[src/rtl/solution_serializer.sv]
// rtl/solution_serializer.sv - snapshot a solved board and stream header/rows over a uart_tx pulse/busy handshake
// Optional trailing XOR checksum byte: define SERIALIZER_CHECKSUM_EN.
module solution_serializer #(
  parameter int MAX_ROWS = 11,
  parameter int MAX_COLS = 11,
  localparam int RW = $clog2(MAX_ROWS),
  localparam int CW = $clog2(MAX_COLS)
) (
  input  logic                         clk_100mhz,
  input  logic                         rst,
  input  logic                         valid_in,
  input  logic [MAX_ROWS*MAX_COLS-1:0] solution,
  input  logic [RW-1:0]                m,
  input  logic [CW-1:0]                n,
  input  logic                         transmit_busy,
  output logic                         transmit_ready,
  output logic [7:0]                   byte_out,
  output logic                         busy,
  output logic                         done
);

  typedef enum logic [2:0] {
    S_IDLE, S_LOAD, S_SEND, S_WAIT_ACK, S_WAIT_DONE, S_DONE
  } state_t;

  state_t state, state_nxt;

  logic [MAX_ROWS*MAX_COLS-1:0] sol_r;
  logic [RW-1:0]                m_r;
  logic [CW-1:0]                n_r;
  logic [RW:0]                  row;
  logic [RW:0]                  m_eff;
  logic [CW:0]                  n_eff;
  logic                         chunk;
  logic                         ch_last;
  logic                         emit_hdr;
  logic [7:0]                   byte_r;
  logic                         tr_r;
  logic [7:0]                   hdr_byte;
  logic [7:0]                   data_byte;
  logic [7:0]                   cur_byte;
  logic [MAX_COLS-1:0]          row_cells;
  logic [MAX_COLS-1:0]          col_mask;
  logic [15:0]                  row_padded;
  logic                         hdr_only;
  logic                         chunk_last;
  logic                         data_last;
  logic                         frame_last;
`ifdef SERIALIZER_CHECKSUM_EN
  logic                         emit_ck;
  logic [7:0]                   csum;
`endif

  // Oversized dimensions are clamped for traversal; the header keeps the raw values.
  always_comb begin
    m_eff = ({1'b0, m_r} > (RW+1)'(MAX_ROWS)) ? (RW+1)'(MAX_ROWS) : {1'b0, m_r};
    n_eff = ({1'b0, n_r} > (CW+1)'(MAX_COLS)) ? (CW+1)'(MAX_COLS) : {1'b0, n_r};
    ch_last  = (n_eff > (CW+1)'(8));
    hdr_only = (m_eff == '0) || (n_eff == '0);
    hdr_byte = {4'(m_r), 4'(n_r)};
  end

  always_comb begin
    col_mask = '0;
    for (int c = 0; c < MAX_COLS; c++) begin
      col_mask[c] = (c < int'(n_eff));
    end
    row_cells  = MAX_COLS'(sol_r >> (int'(row) * MAX_COLS));
    row_padded = 16'(row_cells & col_mask);
    data_byte  = chunk ? row_padded[15:8] : row_padded[7:0];
    chunk_last = (chunk == ch_last);
    data_last  = chunk_last && ((row + (RW+1)'(1)) == m_eff);
  end

  always_comb begin
    cur_byte   = data_byte;
    frame_last = emit_hdr ? hdr_only : data_last;
`ifdef SERIALIZER_CHECKSUM_EN
    if (emit_ck) begin
      cur_byte = csum;
    end
    frame_last = emit_ck;
`endif
    if (emit_hdr) begin
      cur_byte = hdr_byte;
    end
  end

  always_ff @(posedge clk_100mhz or posedge rst) begin
    if (rst) begin
      state <= S_IDLE;
    end else begin
      state <= state_nxt;
    end
  end

  always_comb begin
    state_nxt = state;
    case (state)
      S_IDLE:      if (valid_in) state_nxt = S_LOAD;
      S_LOAD:      state_nxt = S_SEND;
      S_SEND:      if (!transmit_busy) state_nxt = S_WAIT_ACK;
      S_WAIT_ACK:  if (transmit_busy) state_nxt = S_WAIT_DONE;
      S_WAIT_DONE: if (!transmit_busy) state_nxt = frame_last ? S_DONE : S_SEND;
      S_DONE:      state_nxt = S_IDLE;
      default:     state_nxt = S_IDLE;
    endcase
  end

  // Snapshot is taken only on an accepted valid_in, so requests while busy cannot disturb it.
  always_ff @(posedge clk_100mhz or posedge rst) begin
    if (rst) begin
      sol_r    <= '0;
      m_r      <= '0;
      n_r      <= '0;
      row      <= '0;
      chunk    <= 1'b0;
      emit_hdr <= 1'b0;
      byte_r   <= 8'h00;
      tr_r     <= 1'b0;
`ifdef SERIALIZER_CHECKSUM_EN
      emit_ck  <= 1'b0;
      csum     <= 8'h00;
`endif
    end else begin
      tr_r <= 1'b0;
      case (state)
        S_IDLE: begin
          if (valid_in) begin
            sol_r <= solution;
            m_r   <= m;
            n_r   <= n;
          end
        end
        S_LOAD: begin
          row      <= '0;
          chunk    <= 1'b0;
          emit_hdr <= 1'b1;
`ifdef SERIALIZER_CHECKSUM_EN
          emit_ck  <= 1'b0;
          csum     <= 8'h00;
`endif
        end
        S_SEND: begin
          if (!transmit_busy) begin
            byte_r <= cur_byte;
            tr_r   <= 1'b1;
          end
        end
        S_WAIT_DONE: begin
          if (!transmit_busy) begin
`ifdef SERIALIZER_CHECKSUM_EN
            csum <= csum ^ byte_r;
            if (emit_hdr) begin
              emit_hdr <= 1'b0;
              if (hdr_only) emit_ck <= 1'b1;
            end else if (!emit_ck) begin
              if (chunk_last) begin
                chunk <= 1'b0;
                row   <= row + (RW+1)'(1);
                if (data_last) emit_ck <= 1'b1;
              end else begin
                chunk <= 1'b1;
              end
            end
`else
            if (emit_hdr) begin
              emit_hdr <= 1'b0;
            end else if (chunk_last) begin
              chunk <= 1'b0;
              row   <= row + (RW+1)'(1);
            end else begin
              chunk <= 1'b1;
            end
`endif
          end
        end
        default: ;
      endcase
    end
  end

  assign transmit_ready = tr_r;
  assign byte_out       = byte_r;
  assign busy           = (state != S_IDLE);
  assign done           = (state == S_DONE);

endmodule

[config.mk]
export PLATFORM = sky130hd
export DESIGN_NAME = solution_serializer
export DESIGN_NICKNAME = d
export VERILOG_FILES = /design/src/rtl/solution_serializer.sv
export SDC_FILE = /design/constraint.sdc
export NUM_CORES = 1
export LEC_CHECK = 0
export CORE_ASPECT_RATIO = 1.4
export CORE_UTILIZATION = 56
export CTS_CLUSTER_DIAMETER = 50
export DETAILED_ROUTE_END_ITERATION = 8
export PLACE_DENSITY = 0.92
export SLEW_MARGIN = 20
export SYNTH_ARGS = -nofsm -noshare
export SYNTH_HDL_FRONTEND = slang
export SYNTH_SLANG_ARGS = --single-unit
[constraint.sdc]
create_clock -name clk_100mhz -period 12.5 [get_ports clk_100mhz]
set_input_delay 2.5 -clock clk_100mhz [delete_from_list [all_inputs] [get_ports clk_100mhz]]
set_output_delay 2.5 -clock clk_100mhz [all_outputs]
set_load 0.005 [all_outputs]
==> results of run 1 <==
## synthesized netlist by cell type (5+ instances only)
library cell	n
inv_1	7
buf_2	9
mux2_2	127
a31oi_1	5
and3_1	7
nand3_1	5
buf_4	16
clkbuf_1	10
o21ai_0	13
a21oi_1	14
mux2_1	9
nor2_1	18
mux2i_1	9
dfrtp_1	148
mux4_2	22
nand2_1	16
## how the worst max path moves through the flow
stage | startpoint | end | slack, ns | cells after the start
after floorplan | rst | byte_out[0] | 6.02 | 1
after global placement | valid_in | sol_r[9] | 7.50 | 4
after detailed placement | valid_in | sol_r[16] | 7.41 | 4
after CTS | valid_in | sol_r[116] | 7.81 | 4
after global routing | valid_in | sol_r[9] | 7.69 | 4
final | valid_in | sol_r[9] | 7.80 | 4
## final cells by class
class,count,share of cell area
sequential,148,0.409
multi-input combinational,323,0.346
clock inverter,9,0.00912
inverter,7,0.00345
timing repair buffer,146,0.161
clock buffer,21,0.0508
tap,150,0.0207
## power breakdown
group	total (W)	switching (W)	leakage [nW]	internal (W)
Sequential	0.000901	0.000184	1.77	0.000717
Clock	0.000467	0.000186	0.253	0.000280
Combinational	0.000692	0.000270	1.61	0.000422
Total	0.00206	0.000641	3.63	0.00142
## cells by family after synthesis
group / after synthesis / synth area share
muxes: 167 / 0.298
AOI/OAI and AO/OA: 76 / 0.0777
DFF: 148 / 0.521
adders and majority gates: 1 / 0.00176
buffers and inverters: 46 / 0.0386
xor gates and xnor gates: 7 / 0.00969
and+or+nand+nor: 72 / 0.0532
## sequential cells by signal, summed over array words and instances (netlist names)
register,cells
sol_r,121
byte_out,8
row,5
m_r,4
n_r,4
state,3
chunk,1
emit_hdr,1
transmit_ready,1
## metrics by stage
| step | setup WS (ns) | area [um2] | hold slack (ns) | util | power [W] |
|---|---|---|---|---|---|
| CTS | 7.81 | 9050 | 0.492 | 0.732 | 0.00207 |
| floorplan | 6.02 | 7110 | 0.452 | - | 0.00138 |
| global placement | 7.50 | 8510 | 0.463 | 0.688 | 0.00153 |
| global route | 7.69 | 9050 | 0.513 | 0.732 | 0.00217 |
| detailed placement | 7.41 | 8510 | 0.473 | 0.688 | 0.00159 |
| finish | 7.80 | 9050 | 0.490 | 0.732 | 0.00206 |
## layer usage
metal | up-vias | global-route usage | routed length (um)
met4 | 0 | 0.143 | 707
li1 | 2166 | - | -
met1 | 2537 | 0.313 | 6120
met2 | 196 | 0.470 | 9010
met5 | - | 0 | 0
met3 | 46 | 0.0495 | 812
==> impl_results.md, run 1 <==
* Full die area at 13100 um2
* Area of the multi-input gates at 3130 um2
* CP max stage delay at 0.93 ns
* Relative slew slack at 0.278
* Setup_tns at 0 ns
* Final Cycle Share at 0.376
* RSZ-0062 raised after global routing: no
* Largest net degree at the start of global routing at 89
* Horiz. Die Dim at 97.2 um
* Wire length per cell at 20.7 um
* # setup viols final at 0
* Register area at 3710 um2
* Worst Hold End: sol_r[21]
* Filler Cell Count at 791
* Aggregate routed wire length at 16.7 mm
* Synth Cell Area at 7110 um2
* Port Buffer Count at 143
* Hpwl dp at 11.6 mm
* Max FO, Critical Path at 88
* Postcts setup bufs at 0
* CTS hold repair buffers at 0
* Clock Skew at 0.00983 ns
* Worst VDD drop at 0.000132 V
* Via/cell ratio at 6.15
* Max-Cap Viols at 0
* Crit path DAT at 4.99 ns
* Number of enable flip-flop cells after synthesis at 0
* Hold crit path type: register to register
* GR Overflow Total at 0
* Area Growth Syn to Fin at 27.4%
* TritonCTS clock tree: yes
* Hold Crit Start: sol_r[21]
* Sum of buffers and inverters on the critical path at 2
* Cells on worst reg2reg path at 4
* Main area contributors after synthesis: dfrtp_1 (52%), mux2_2 (20%), mux4_2 (7.0%)
* Placed Cells at 774
* Total GRT Usage at 0.268
* Initial core utilization at 0.574
* Main synth FF type: dfrtp_1
* Worst Setup Start Kind: primary input
* Leak at 3.63 nW
* Vias in the first global route at 5165
* Crit path cell chain: clkdlybuf4s50_1, and3_4, buf_4, mux2_2
* Drt drc at 0
* CP top delay family: buffers and inverters
* Distinct cells, synth at 61
* CP required at 12.79 ns
* Share of the synthesized area in the top cell type at 0.521
* FF-to-FF Start: state[0]
* Number of gates resized after CTS at 0
* IO Count at 144
* Yosys top cell by area: dfrtp_1
* Deepest clock path buffer count at 2
* Slew Limit Fails at 0
* Clock period minus worst slack at 4.70 ns
* Layout cells sized above 1 at 0.298
* Pre-antenna DRT Iters at 6
* Critical path's slowest cell: buf_4
* Core ar. at 12400 um2
* Iter 0 DRT Violations at 312
* Die height at 135 um
* Diodes inserted at 0
* Clk_lat worst skew at 0.41 ns
* YS warnings at 0
* CTS sink cnt at 148
* Setup CP Type: primary input to register
* Reg-to-Reg End: sol_r[9]
* Synthesized area per cell at 13.7 um2
* FP Rows at 48
* Reg-to-reg setup timing slack at 9.55 ns
* Finished Layout Cells at 804
* Most frequent cells in the layout: dfrtp_1 (146), clkdlybuf4s50_1 (143), mux2_2 (127), mux4_2 (22), nor2_1 (18)
* Most common cell after layout, fill and taps aside: dfrtp_1
* PwrDens at 228 nW/um2
* CTS Buf Count at 17
* RD Place Congestion at 0.923
* Hold Violations, Final at 0
* CTS root buffer: clkbuf_16
* Asr flop ratio synth at 1.00
* H-tree depth at 4
* Slew @ Worst Pin at 1.08 ns
* Status: completed
* Syn Nets at 651
* FMAX at 213 MHz
* Worst setup EP type: register
* Clock slew seen by the registers of the worst setup and hold paths at 0.06 ns
* Initial antenna violation count at 0
* Register bit total from synthesis at 148
* Post-Syn Instances at 517
* First-pass GRT wire length at 26.8 mm
* Antenna Nets Post-Route at 0
* Via count at 4945
* Register area share after synthesis at 0.521
* Nets at 777
* Worst hold stages at 1
Note: power is estimated with default switching activity, not from simulation.
==> inputs of run 2 (changes only) <==
CORE_UTILIZATION = 52   (was 56)
PLACE_DENSITY = 0.87   (was 0.92)
clock period = 4.5 ns   (was 12.5 ns; I/O delays follow)
==> run 2 against run 1 <==
  * Setup slack worse by 6.0 ns
  * Sequential power rose to 2.8 times the previous value
  * Sequential share of layout area down 0.60 points
  * Largest cell class unchanged
==> impl_results.md, run 2 (synthesized netlist as in run 1, its figures left out) <==
* Most frequent cells in the layout: dfrtp_1 (146), clkdlybuf4s50_1 (143), mux2_2 (127), mux4_2 (22), nor2_1 (18)
* Worst VDD drop at 0.000296 V (+120%)
* Iter 0 DRT Violations at 228 (-27%)
* Slew Limit Fails at 0 (unchanged)
* Place WS at 1.42 ns (-5.99 ns)
* Antenna Nets Post-Route at 0 (unchanged)
* Setup_tns at 0 ns (unchanged)
* CP top delay family: buffers and inverters
* Area Growth Syn to Fin at 29.3%
* CTS hold repair buffers at 0 (unchanged)
* Postcts setup bufs at 0 (unchanged)
* Via/cell ratio at 5.74 (-6.7%)
* Vias in the first global route at 5223 (+1.1%)
* Hold crit path type: register to register
* Hold Violations, Final at 0 (unchanged)
* Layout cells sized above 1 at 0.304 (+0.00579)
* Full die area at 14100 um2 (+7.6%)
* Worst Setup Start Kind: register
* Slew @ Worst Pin at 0.800 ns (-0.284 ns)
* Via count at 4833 (-2.3%)
* Final Util at 0.690 (-0.0423)
* FP Rows at 50 (+4.2%)
* Most common cell after layout, fill and taps aside: dfrtp_1
* # setup viols final at 0 (unchanged)
* IO Count at 144 (unchanged)
* GR Overflow Total at 0 (unchanged)
* Drt drc at 0 (unchanged)
* Setup CP Type: register to primary output
* Port Buffer Count at 143 (unchanged)
* CTS sink cnt at 148 (unchanged)
* Initial antenna violation count at 2 (+2)
* PwrDens at 623 nW/um2 (+170%)
* Initial core utilization at 0.533 (-0.0411)
* CTS root buffer: clkbuf_16
* Most flops, register: sol_r
* Nets at 780 (+0.39%)
* Clock Skew at 0.00797 ns (-0.00185 ns)
* Leak at 3.66 nW (+0.75%)
* H-tree depth at 4 (unchanged)
* Aggregate routed wire length at 16.5 mm (-0.76%)
* Worst setup margin at 1.81 ns (-5.99 ns)
* Final Cycle Share at 0.598
* Core ar. at 13300 um2 (+7.7%)
* Register area at 3710 um2 (unchanged)
* Wire length per cell at 19.6 um (-5.2%)
* Filler Cell Count at 931 (+18%)
* Clock period minus worst slack at 2.69 ns
* CP required at 3.60 ns (-9.19 ns)
* Max-Cap Viols at 0 (unchanged)
* Status: completed
* Clock slew seen by the registers of the worst setup and hold paths at 0.06 ns (about the same)
* Pre-antenna DRT Iters at 4 (-2)
* CP max stage delay at 0.53 ns (-0.40 ns)
* FMAX at 372 MHz
* Die height at 140 um (+3.7%)
* Number of gates resized after CTS at 0 (unchanged)
* Sum of buffers and inverters on the critical path at 2 (unchanged)
* Max FFs per register at 121 (unchanged)
* Horiz. Die Dim at 101 um (+3.7%)
* Hpwl dp at 12.0 mm (+3.1%)
* Total GRT Usage at 0.252 (-0.0157)
* Clk_lat worst skew at 0.41 ns (about the same)
* Crit path DAT at 1.79 ns (-3.20 ns)
* Deepest clock path buffer count at 2 (unchanged)
* First-pass GRT wire length at 26.4 mm (-1.4%)
* TritonCTS clock tree: yes
* Critical path's slowest cell: clkdlybuf4s50_1
* RSZ-0062 raised after global routing: no
* Worst setup EP type: primary output
* Max FO, Critical Path at 11 (-88%)
* Crit path cell chain: inv_1, nor3b_1, clkdlybuf4s50_1
* RD Place Congestion at 0.830 (-10%)
* Largest net degree at the start of global routing at 71 (-20%)
* Relative slew slack at 0.467 (+0.189)
* Area of the multi-input gates at 3130 um2 (unchanged)
* CTS Buf Count at 17 (unchanged)
run 2: where the power goes:
| group | internal, W | leakage (nW) | switching (W) |
|---|---|---|---|
| sequential | 0.00199 | 1.77 | 0.000493 |
| clock | 0.000770 | 0.249 | 0.000538 |
| combinational | 0.00118 | 1.64 | 0.000746 |
| total | 0.00394 | 3.66 | 0.00178 |
run 2: final cells by class:
type,count,share of cell area
clock inverter,12,0.0120
sequential,148,0.403
multi-input combinational,323,0.341
timing repair buffer,149,0.167
tap,182,0.0248
inverter,7,0.00327
clock buffer,19,0.0482
antenna,2,0.000545
run 2: path summary, 6_finish.rpt:
| check | slack [ns] | from | endpoint | cells past startpoint |
|---|---|---|---|---|
| min reg2reg | 0.49 | sol_r[23] | sol_r[23] | 1 |
| max in group asynchronous | 2.69 | rst | sol_r[54] | 4 |
| max | 1.81 | state[2] | done | 3 |
| max reg2reg | 1.91 | row[1] | byte_out[5] | 6 |
| min | 0.49 | sol_r[23] | sol_r[23] | 1 |
| min in group asynchronous | 0.90 | rst | sol_r[34] | 2 |
run 2: stage by stage:
stage          power [W]  cells  cell area, um2  hold slack, ns
6_report         0.00572    842            9190           0.492
5_1_grt          0.00605    842            9190           0.507
4_1_cts          0.00575    839            9160           0.495
3_5_place_dp     0.00442    808            8600           0.479
3_3_place_gp     0.00427    808            8600           0.462
2_1_floorplan    0.00383    517            7110           0.452
run 2: per-layer routing:
layer	wire, um	vias up	global-route usage
li1	-	2166	-
met1	6160	2465	0.289
met2	8960	163	0.438
met3	751	39	0.0554
met4	653	0	0.130
met5	0	-	0
